[src/rtl/shift_pkg.sv]
// Shared definitions for the pipelined barrel shifter: operation encodings.
package shift_pkg;

    // Shift operation selector carried with every op through the pipe
    typedef enum logic [1:0] {
        SHIFT_SLL = 2'b00,
        SHIFT_SRL = 2'b01,
        SHIFT_SRA = 2'b10,
        SHIFT_ROR = 2'b11
    } shift_op_t;

endpackage

[src/rtl/shift_pipe_if.sv]
// Valid/ready operation bus of the barrel shifter: request side (in_*) and result side (out_*).
interface shift_pipe_if
    import shift_pkg::*;
#(
    parameter int WIDTH   = 32,
    parameter int TAG_W   = 5,
    parameter int SHAMT_W = $clog2(WIDTH)
);

    logic               in_valid;
    logic               in_ready;
    logic [WIDTH-1:0]   in_data;
    logic [SHAMT_W-1:0] in_shamt;
    shift_op_t          in_op;
    logic [TAG_W-1:0]   in_tag;

    logic               out_valid;
    logic               out_ready;
    logic [WIDTH-1:0]   out_data;
    logic [TAG_W-1:0]   out_tag;

    // Issuing side: presents operations and consumes results
    modport master (
        output in_valid, in_data, in_shamt, in_op, in_tag, out_ready,
        input  in_ready, out_valid, out_data, out_tag
    );

    // Shifter side: accepts operations and produces results
    modport slave (
        input  in_valid, in_data, in_shamt, in_op, in_tag, out_ready,
        output in_ready, out_valid, out_data, out_tag
    );

endinterface

[src/rtl/shift_stage.sv]
// One barrel-shifter stage: conditionally shifts by 2^STAGE, then registers the op
// in a single-entry slice that accepts whenever it is empty or its result moves on.
module shift_stage
    import shift_pkg::*;
#(
    parameter int WIDTH = 32,
    parameter int TAG_W = 5,
    parameter int STAGE = 0
) (
    input  logic                     clock,
    input  logic                     reset_n,
    input  logic                     flush,

    input  logic                     up_valid,
    output logic                     up_ready,
    input  logic [WIDTH-1:0]         up_data,
    input  shift_op_t                up_op,
    input  logic [$clog2(WIDTH)-1:0] up_shamt,
    input  logic [TAG_W-1:0]         up_tag,
    input  logic                     up_sign,

    output logic                     dn_valid,
    input  logic                     dn_ready,
    output logic [WIDTH-1:0]         dn_data,
    output shift_op_t                dn_op,
    output logic [$clog2(WIDTH)-1:0] dn_shamt,
    output logic [TAG_W-1:0]         dn_tag,
    output logic                     dn_sign
);

    localparam int AMT = 1 << STAGE;

    logic                     valid_q;
    logic [WIDTH-1:0]         data_q;
    shift_op_t                op_q;
    logic [$clog2(WIDTH)-1:0] shamt_q;
    logic [TAG_W-1:0]         tag_q;
    logic                     sign_q;

    // Shift by exactly AMT; SRA fills from the sign captured at pipe entry
    function automatic logic [WIDTH-1:0] shift_step(input shift_op_t op,
                                                    input logic [WIDTH-1:0] d,
                                                    input logic sign);
        logic [WIDTH-1:0] r;
        r = d;
        unique case (op)
            SHIFT_SLL: r = d << AMT;
            SHIFT_SRL: r = d >> AMT;
            SHIFT_SRA: r = {{AMT{sign}}, d[WIDTH-1:AMT]};
            SHIFT_ROR: r = {d[AMT-1:0], d[WIDTH-1:AMT]};
        endcase
        return r;
    endfunction

    // Slot is free when empty or when its current op leaves this cycle
    assign up_ready = !valid_q || dn_ready;

    // Stage register: reset clears everything, flush drops the op, otherwise advance
    always_ff @(posedge clock) begin
        if (!reset_n) begin
            valid_q <= 1'b0;
            data_q  <= '0;
            op_q    <= SHIFT_SLL;
            shamt_q <= '0;
            tag_q   <= '0;
            sign_q  <= 1'b0;
        end else if (flush) begin
            valid_q <= 1'b0;
        end else if (up_ready) begin
            valid_q <= up_valid;
            if (up_valid) begin
                data_q  <= up_shamt[STAGE] ? shift_step(up_op, up_data, up_sign) : up_data;
                op_q    <= up_op;
                shamt_q <= up_shamt;
                tag_q   <= up_tag;
                sign_q  <= up_sign;
            end
        end
    end

    assign dn_valid = valid_q;
    assign dn_data  = data_q;
    assign dn_op    = op_q;
    assign dn_shamt = shamt_q;
    assign dn_tag   = tag_q;
    assign dn_sign  = sign_q;

endmodule

[src/rtl/shift_pipe.sv]
// Pipelined logarithmic barrel shifter (SLL/SRL/SRA/ROR): one stage per shift-amount bit,
// per-stage backpressure, synchronous flush. Latency is SHAMT_W cycles, throughput 1 op/cycle.
module shift_pipe
    import shift_pkg::*;
#(
    parameter int WIDTH   = 32,
    parameter int SHAMT_W = $clog2(WIDTH),
    parameter int TAG_W   = 5
) (
    input  logic         clock,
    input  logic         reset_n,
    input  logic         flush,
    shift_pipe_if.slave  bus
);

    localparam int S = SHAMT_W;

    // Index k is the input of stage k; index S is the output of the last stage
    logic               vld   [0:S];
    logic               rdy   [0:S];
    logic [WIDTH-1:0]   data  [0:S];
    shift_op_t          op    [0:S];
    logic [SHAMT_W-1:0] shamt [0:S];
    logic [TAG_W-1:0]   tag   [0:S];
    logic               sign  [0:S];

    // Entry: the SRA fill bit is the operand MSB as it arrives
    assign vld[0]   = bus.in_valid;
    assign data[0]  = bus.in_data;
    assign op[0]    = bus.in_op;
    assign shamt[0] = bus.in_shamt;
    assign tag[0]   = bus.in_tag;
    assign sign[0]  = bus.in_data[WIDTH-1];

    // Flush wins over acceptance, so the input is refused in a flush cycle
    assign bus.in_ready = rdy[0] && !flush;
    assign rdy[S]       = bus.out_ready;

    for (genvar k = 0; k < S; k++) begin : g_stage
        shift_stage #(
            .WIDTH (WIDTH),
            .TAG_W (TAG_W),
            .STAGE (k)
        ) u_stage (
            .clock    (clock),
            .reset_n  (reset_n),
            .flush    (flush),
            .up_valid (vld[k]),
            .up_ready (rdy[k]),
            .up_data  (data[k]),
            .up_op    (op[k]),
            .up_shamt (shamt[k]),
            .up_tag   (tag[k]),
            .up_sign  (sign[k]),
            .dn_valid (vld[k+1]),
            .dn_ready (rdy[k+1]),
            .dn_data  (data[k+1]),
            .dn_op    (op[k+1]),
            .dn_shamt (shamt[k+1]),
            .dn_tag   (tag[k+1]),
            .dn_sign  (sign[k+1])
        );
    end

    // Result comes straight from the last stage registers
    assign bus.out_valid = vld[S];
    assign bus.out_data  = data[S];
    assign bus.out_tag   = tag[S];

    // Op, shamt and sign are no longer needed once the last stage has shifted
    logic unused_tail;
    assign unused_tail = ^{op[S], shamt[S], sign[S]};

endmodule

[src/flat_wrapper.sv]
// flat-port wrapper written by rule: the top's interface ports become plain ports
module shift_pipe_flat import shift_pkg::*;
#(
    parameter int WIDTH   = 32,
    parameter int SHAMT_W = $clog2(WIDTH),
    parameter int TAG_W   = 5
)
  (clock, reset_n, flush, bus_in_valid, bus_in_data, bus_in_shamt, bus_in_op, bus_in_tag, bus_out_ready, bus_in_ready, bus_out_valid, bus_out_data, bus_out_tag);
  shift_pipe_if #(.WIDTH(WIDTH), .TAG_W(TAG_W), .SHAMT_W(SHAMT_W)) bus_i ();
  input  logic clock;
  input  logic reset_n;
  input  logic flush;
  input wire logic [$bits(bus_i.in_valid)-1:0] bus_in_valid;
  input wire logic [$bits(bus_i.in_data)-1:0] bus_in_data;
  input wire logic [$bits(bus_i.in_shamt)-1:0] bus_in_shamt;
  input wire logic [$bits(bus_i.in_op)-1:0] bus_in_op;
  input wire logic [$bits(bus_i.in_tag)-1:0] bus_in_tag;
  input wire logic [$bits(bus_i.out_ready)-1:0] bus_out_ready;
  output wire logic [$bits(bus_i.in_ready)-1:0] bus_in_ready;
  output wire logic [$bits(bus_i.out_valid)-1:0] bus_out_valid;
  output wire logic [$bits(bus_i.out_data)-1:0] bus_out_data;
  output wire logic [$bits(bus_i.out_tag)-1:0] bus_out_tag;
  assign bus_i.in_valid = bus_in_valid;
  assign bus_i.in_data = bus_in_data;
  assign bus_i.in_shamt = bus_in_shamt;
  assign bus_i.in_op = bus_in_op;
  assign bus_i.in_tag = bus_in_tag;
  assign bus_i.out_ready = bus_out_ready;
  assign bus_in_ready = bus_i.in_ready;
  assign bus_out_valid = bus_i.out_valid;
  assign bus_out_data = bus_i.out_data;
  assign bus_out_tag = bus_i.out_tag;
  shift_pipe #(.WIDTH(WIDTH), .SHAMT_W(SHAMT_W), .TAG_W(TAG_W)) u_core (.clock(clock), .reset_n(reset_n), .flush(flush), .bus(bus_i));
endmodule
[config.mk]
export PLATFORM = sky130hd
export DESIGN_NAME = shift_pipe_flat
export DESIGN_NICKNAME = d
export VERILOG_FILES = /design/src/rtl/shift_pkg.sv /design/src/rtl/shift_pipe_if.sv /design/src/rtl/shift_stage.sv /design/src/rtl/shift_pipe.sv /design/src/flat_wrapper.sv
export SDC_FILE = /design/constraint.sdc
export NUM_CORES = 1
export LEC_CHECK = 0
export BUFFER_PORTS_ARGS = -buffer_cell sky130_fd_sc_hd__buf_4
export CORE_MARGIN = 2
export CORE_UTILIZATION = 35
export CTS_BUF_LIST = sky130_fd_sc_hd__clkbuf_16
export CTS_CLUSTER_DIAMETER = 50
export DETAILED_ROUTE_END_ITERATION = 8
export PLACE_DENSITY = 0.48
export SYNTH_ARGS = -nofsm -noshare
export SYNTH_HDL_FRONTEND = slang
export SYNTH_HIERARCHICAL = 1
export SYNTH_SLANG_ARGS = --single-unit
[constraint.sdc]
create_clock -name clock -period 9.3 [get_ports clock]
set_input_delay 2.325 -clock clock [delete_from_list [all_inputs] [get_ports clock]]
set_output_delay 2.325 -clock clock [all_outputs]
set_load 0.05 [all_outputs]
# Yosys cells after proc, flatten, opt, wreduce, memory -nomap -nowiden

Index checks and enable logic that the tools add are counted.

Register bits: 222
Bits of input ports: 49
Output and inout bits: 39
Word-level logic and storage cells: 77

Equality and inequality tests: 15
Mux-type cells: 10
Bitwise gates (word level): 2
Reductions and logical operators: 23

Operator list:

| cell                                                 | count |
|---|---|
| one-hot mux 32 bit (4 select lines)                  | 5 |
| two-way mux 32 bit                                   | 5 |
| equality test 2 bit (second input constant)          | 10 |
| AND reduction 3 bit                                  | 5 |
| equality test 2 x 1 -> 1 bit (second input constant) | 5 |
| logical NOT 2 bit                                    | 5 |
| logical NOT 1 bit                                    | 6 |
| logical OR 1 bit                                     | 5 |
| inverter 1 bit                                       | 2 |
| OR reduction 2 bit                                   | 1 |
| logical AND 1 bit                                    | 1 |

# Logic depth before layout (Yosys ltp)

Depth after elaboration: 7
Gate-level depth with buffers: 17

# Hierarchy

Netlist, hierarchy kept.

Modules (own cells, without submodules):

| module                                   | times used | cells an instance | area an instance (µm²) | seq. area each (µm²) |
|---|---|---|---|---|
| shift_stage at u_core.g_stage[3].u_stage | 1          | 288               | 2549.9                 | 920.9 |
| shift_stage at u_core.g_stage[1].u_stage | 1          | 291               | 2498.6                 | 920.9 |
| shift_stage at u_core.g_stage[2].u_stage | 1          | 293               | 2478.6                 | 920.9 |
| shift_stage at u_core.g_stage[0].u_stage | 1          | 294               | 2463.6                 | 920.9 |
| shift_stage at u_core.g_stage[4].u_stage | 1          | 259               | 2268.4                 | 920.9 |
| shift_pipe                               | 1          | 1                 | 13.8                   | 0.0 |

# Worst setup path after synthesis

Ideal clock, no wire load.

Path type: input to output
From: input port bus_out_ready
To: output port bus_in_ready
Arrival time: 4.819 ns
Required time: 6.975 ns
Path slack: 2.156 ns
Stages: 16
Cell sequence: nor2b_2 > inv_2 > buf_2 > nor2b_2 > inv_2 > buf_2 > nor2b_2 > inv_2 > buf_2 > nor2b_4 > inv_2 > buf_2 > nor2b_4 > inv_2 > buf_2 > nor2b_4

RTL lines:

| what               | line               | RTL |
|---|---|---|
| start: declaration | flat_wrapper.sv:18 | `input wire logic [$bits(bus_i.out_ready)-1:0] bus_out_ready;` |
| end: declaration   | flat_wrapper.sv:19 | `output wire logic [$bits(bus_i.in_ready)-1:0] bus_in_ready;` |

==> metrics.txt <==
peak supply drop=0.0918 mV; met1 Track Usage GR=31.5%; H-tree levels=2; per-cell via count in the routed design=6.18; Critical Path AT=5.89 ns; core area=32600 µm²; final setup fails=0; clock network power share=between 50% and 60%; crit path kind=in -> out; chip height=186 µm; # DRC=0; layout net count=1364; P&R area growth vs syn=13.1%; number of I/O port buffers=87; Std-Cell Rows=66; met3 GRT Util=3.40%; cells on worst reg2reg path=13; outcome=finished clean; worst-margin pin slew=1.07 ns; first-pass GRT wire length=62400 µm; CTS Buf Count=35; Switching Share=24.2%; Syn Nets=1403; initial core utilization=35.7%; vias in the first global route=between 10000 and 15000; number of setup buffers added after CTS=0; drt wl/cell=21.9 µm; IO Count=a little under 90; Slew Viols, Final=0; die area=34700 µm²; CTS tree=built; most used routing layer=met2; largest net degree at the start of global routing=214; clk sinks=212; Period minus WS final=8.22 ns; routed vias=11000; 1st-iter DRT viols=970; final setup TNS=0 ns; Worst Hold Class=reg -> reg; Final ANT Viol Nets=0; Congestion Overflow GR=0; Startpoint Class=input port; unrepaired setup endpoints after global routing=false; Worst Path Required=6.98 ns; GR Util All Layers=between 20% and 30%; Core Util, Final=40.4%; Pint=approximately 1800 µW; width of the die=186 µm; switching pwr=roughly 570 µW; fin crit share=between 80% and 90%; Clk pin slew, worst setup/hold paths=approximately 0.060 ns; Leak Pwr=0.00419 µW; worst-case clock skew=between 0.015 and 0.02 ns; routability cong.=0.752; # fillers=3369; Syn Area/Cell=8.60 µm²; Mapped Cells=~1400; Global Route met2 Usage=32.9%; DP HPWL=23400 µm; combinational power share=5.6%; Hold Path Depth=2; crit-path max FO=43; slew margin rel.=approximately 29%; routed wire length=39100 µm; CTS Root Cell=clkbuf_16; # hold bufs at CTS=0; Hold Vio Cnt, Final=0; share of post-route cells with drive strength above 1=17.1%; Inserted Diodes=0; max_cap viols=0; Crit. End Element=output pin; initial antenna violation count=0; Sequential Power Share=approximately two fifths; Worst-Skew Late Latency=0.52 ns; Highest Clock Rate=0.122 GHz; Ys Warns=6; 1st-pass router iterations=7; PD cells=180 nW/µm²; clock buffer depth=3; post-CTS sizing=0; Mapped Area=about 12000 µm²
-- final cells by class --
type                    instances  area [µm²]  area share, %
multi-input cells             928        6260           47.6
inverters                      25        93.8          0.713
clock inverters                24         221           1.68
repair buffers                113         865           6.57
clock buffers                  37         926           7.03
flip-flops and latches        212        4240           32.2
well taps                     442         553           4.20
-- state kept, by name, indices dropped and copies added (netlist names) --
name and cells:
u_core/g_stage.u_stage/dn_sign 4, u_core/g_stage.u_stage/dn_tag 25, u_core/g_stage.u_stage/dn_op 8, u_core/g_stage.u_stage/dn_data 160, u_core/g_stage.u_stage/dn_shamt 10, u_core/g_stage.u_stage/dn_valid 5
-- power groups by stage --
stage / combinational [µW] / clock (µW) / sequential, µW
floorplan: 92.7 / 0 / 951
global placement: 132 / 0 / 959
detailed placement: 131 / 0 / 959
CTS: 132 / 1320 / 940
global route: 145 / 1370 / 941
finish: 132 / 1290 / 940
-- routing by layer --
layer	vias to the layer above	share of wire, %
met5	-	0
met4	0	2.3
met3	53	5.1
met2	364	45
met1	5368	48
li1	5230	-
-- worst max-delay path, cell delays in order --
cell	delay (ns)
buf_4	0.11
nor2b_2	0.28
inv_2	0.36
nor2b_2	0.46
inv_2	0.42
nor2b_2	0.49
inv_2	0.45
nor2b_4	0.41
inv_2	0.09
nor2b_4	0.13
inv_2	0.04
nor2b_4	0.11
buf_4	0.19
-- worst paths after layout --
check,start,slack [ns],end
worst max-delay path,bus_out_ready,1.08,bus_in_ready
worst min-delay path,u_core/g_stage[1].u_stage/dn_tag[4],0.46,u_core/g_stage[2].u_stage/dn_tag[4]
worst max register to register,u_core/g_stage[4].u_stage/dn_valid,4.96,u_core/g_stage[0].u_stage/dn_data[0]
worst min register to register,u_core/g_stage[1].u_stage/dn_tag[4],0.46,u_core/g_stage[2].u_stage/dn_tag[4]
-- per-stage QoR --
step / worst slack (ns) / std cells / area [µm²] / power (µW) / hold WS, ns
2_1_floorplan: 2.31 / 1354 / 11600 / 1040 / 0.440
3_3_place_gp: 1.17 / 1720 / 12000 / 1090 / 0.453
3_5_place_dp: 1.08 / 1720 / 12000 / 1090 / 0.455
4_1_cts: 1.08 / 1781 / 13200 / 2390 / 0.458
5_1_grt: 0.728 / 1781 / 13200 / 2450 / 0.477
6_report: 1.08 / 1781 / 13200 / 2370 / 0.456
-- cells in the final DEF (no fill, tap or decap), types with 5 or more instances in the layout --
| master | instances |
|---|---|
| a211oi_2 | 22 |
| nand2b_1 | 5 |
| buf_4 | 111 |
| or3_1 | 7 |
| nand3_1 | 47 |
| o2111ai_1 | 132 |
| nor2b_2 | 8 |
| nor2_1 | 6 |
| a311oi_1 | 28 |
| nor2_2 | 6 |
| a221oi_1 | 7 |
| inv_2 | 9 |
| clkinv_2 | 6 |
| mux2_1 | 10 |
| nor3_1 | 5 |
| o211ai_1 | 24 |
| clkinv_1 | 6 |
| a211oi_1 | 82 |
| mux2_4 | 5 |
| o21a_1 | 88 |
| inv_1 | 19 |
| o21ai_0 | 53 |
| o311a_1 | 10 |
| nand2_1 | 157 |
| dfxtp_1 | 212 |
| clkbuf_16 | 37 |
| a21oi_1 | 75 |
| clkinvlp_4 | 5 |
| a221oi_2 | 8 |
| o22ai_1 | 129 |
(Power assumes the default switching activity.)
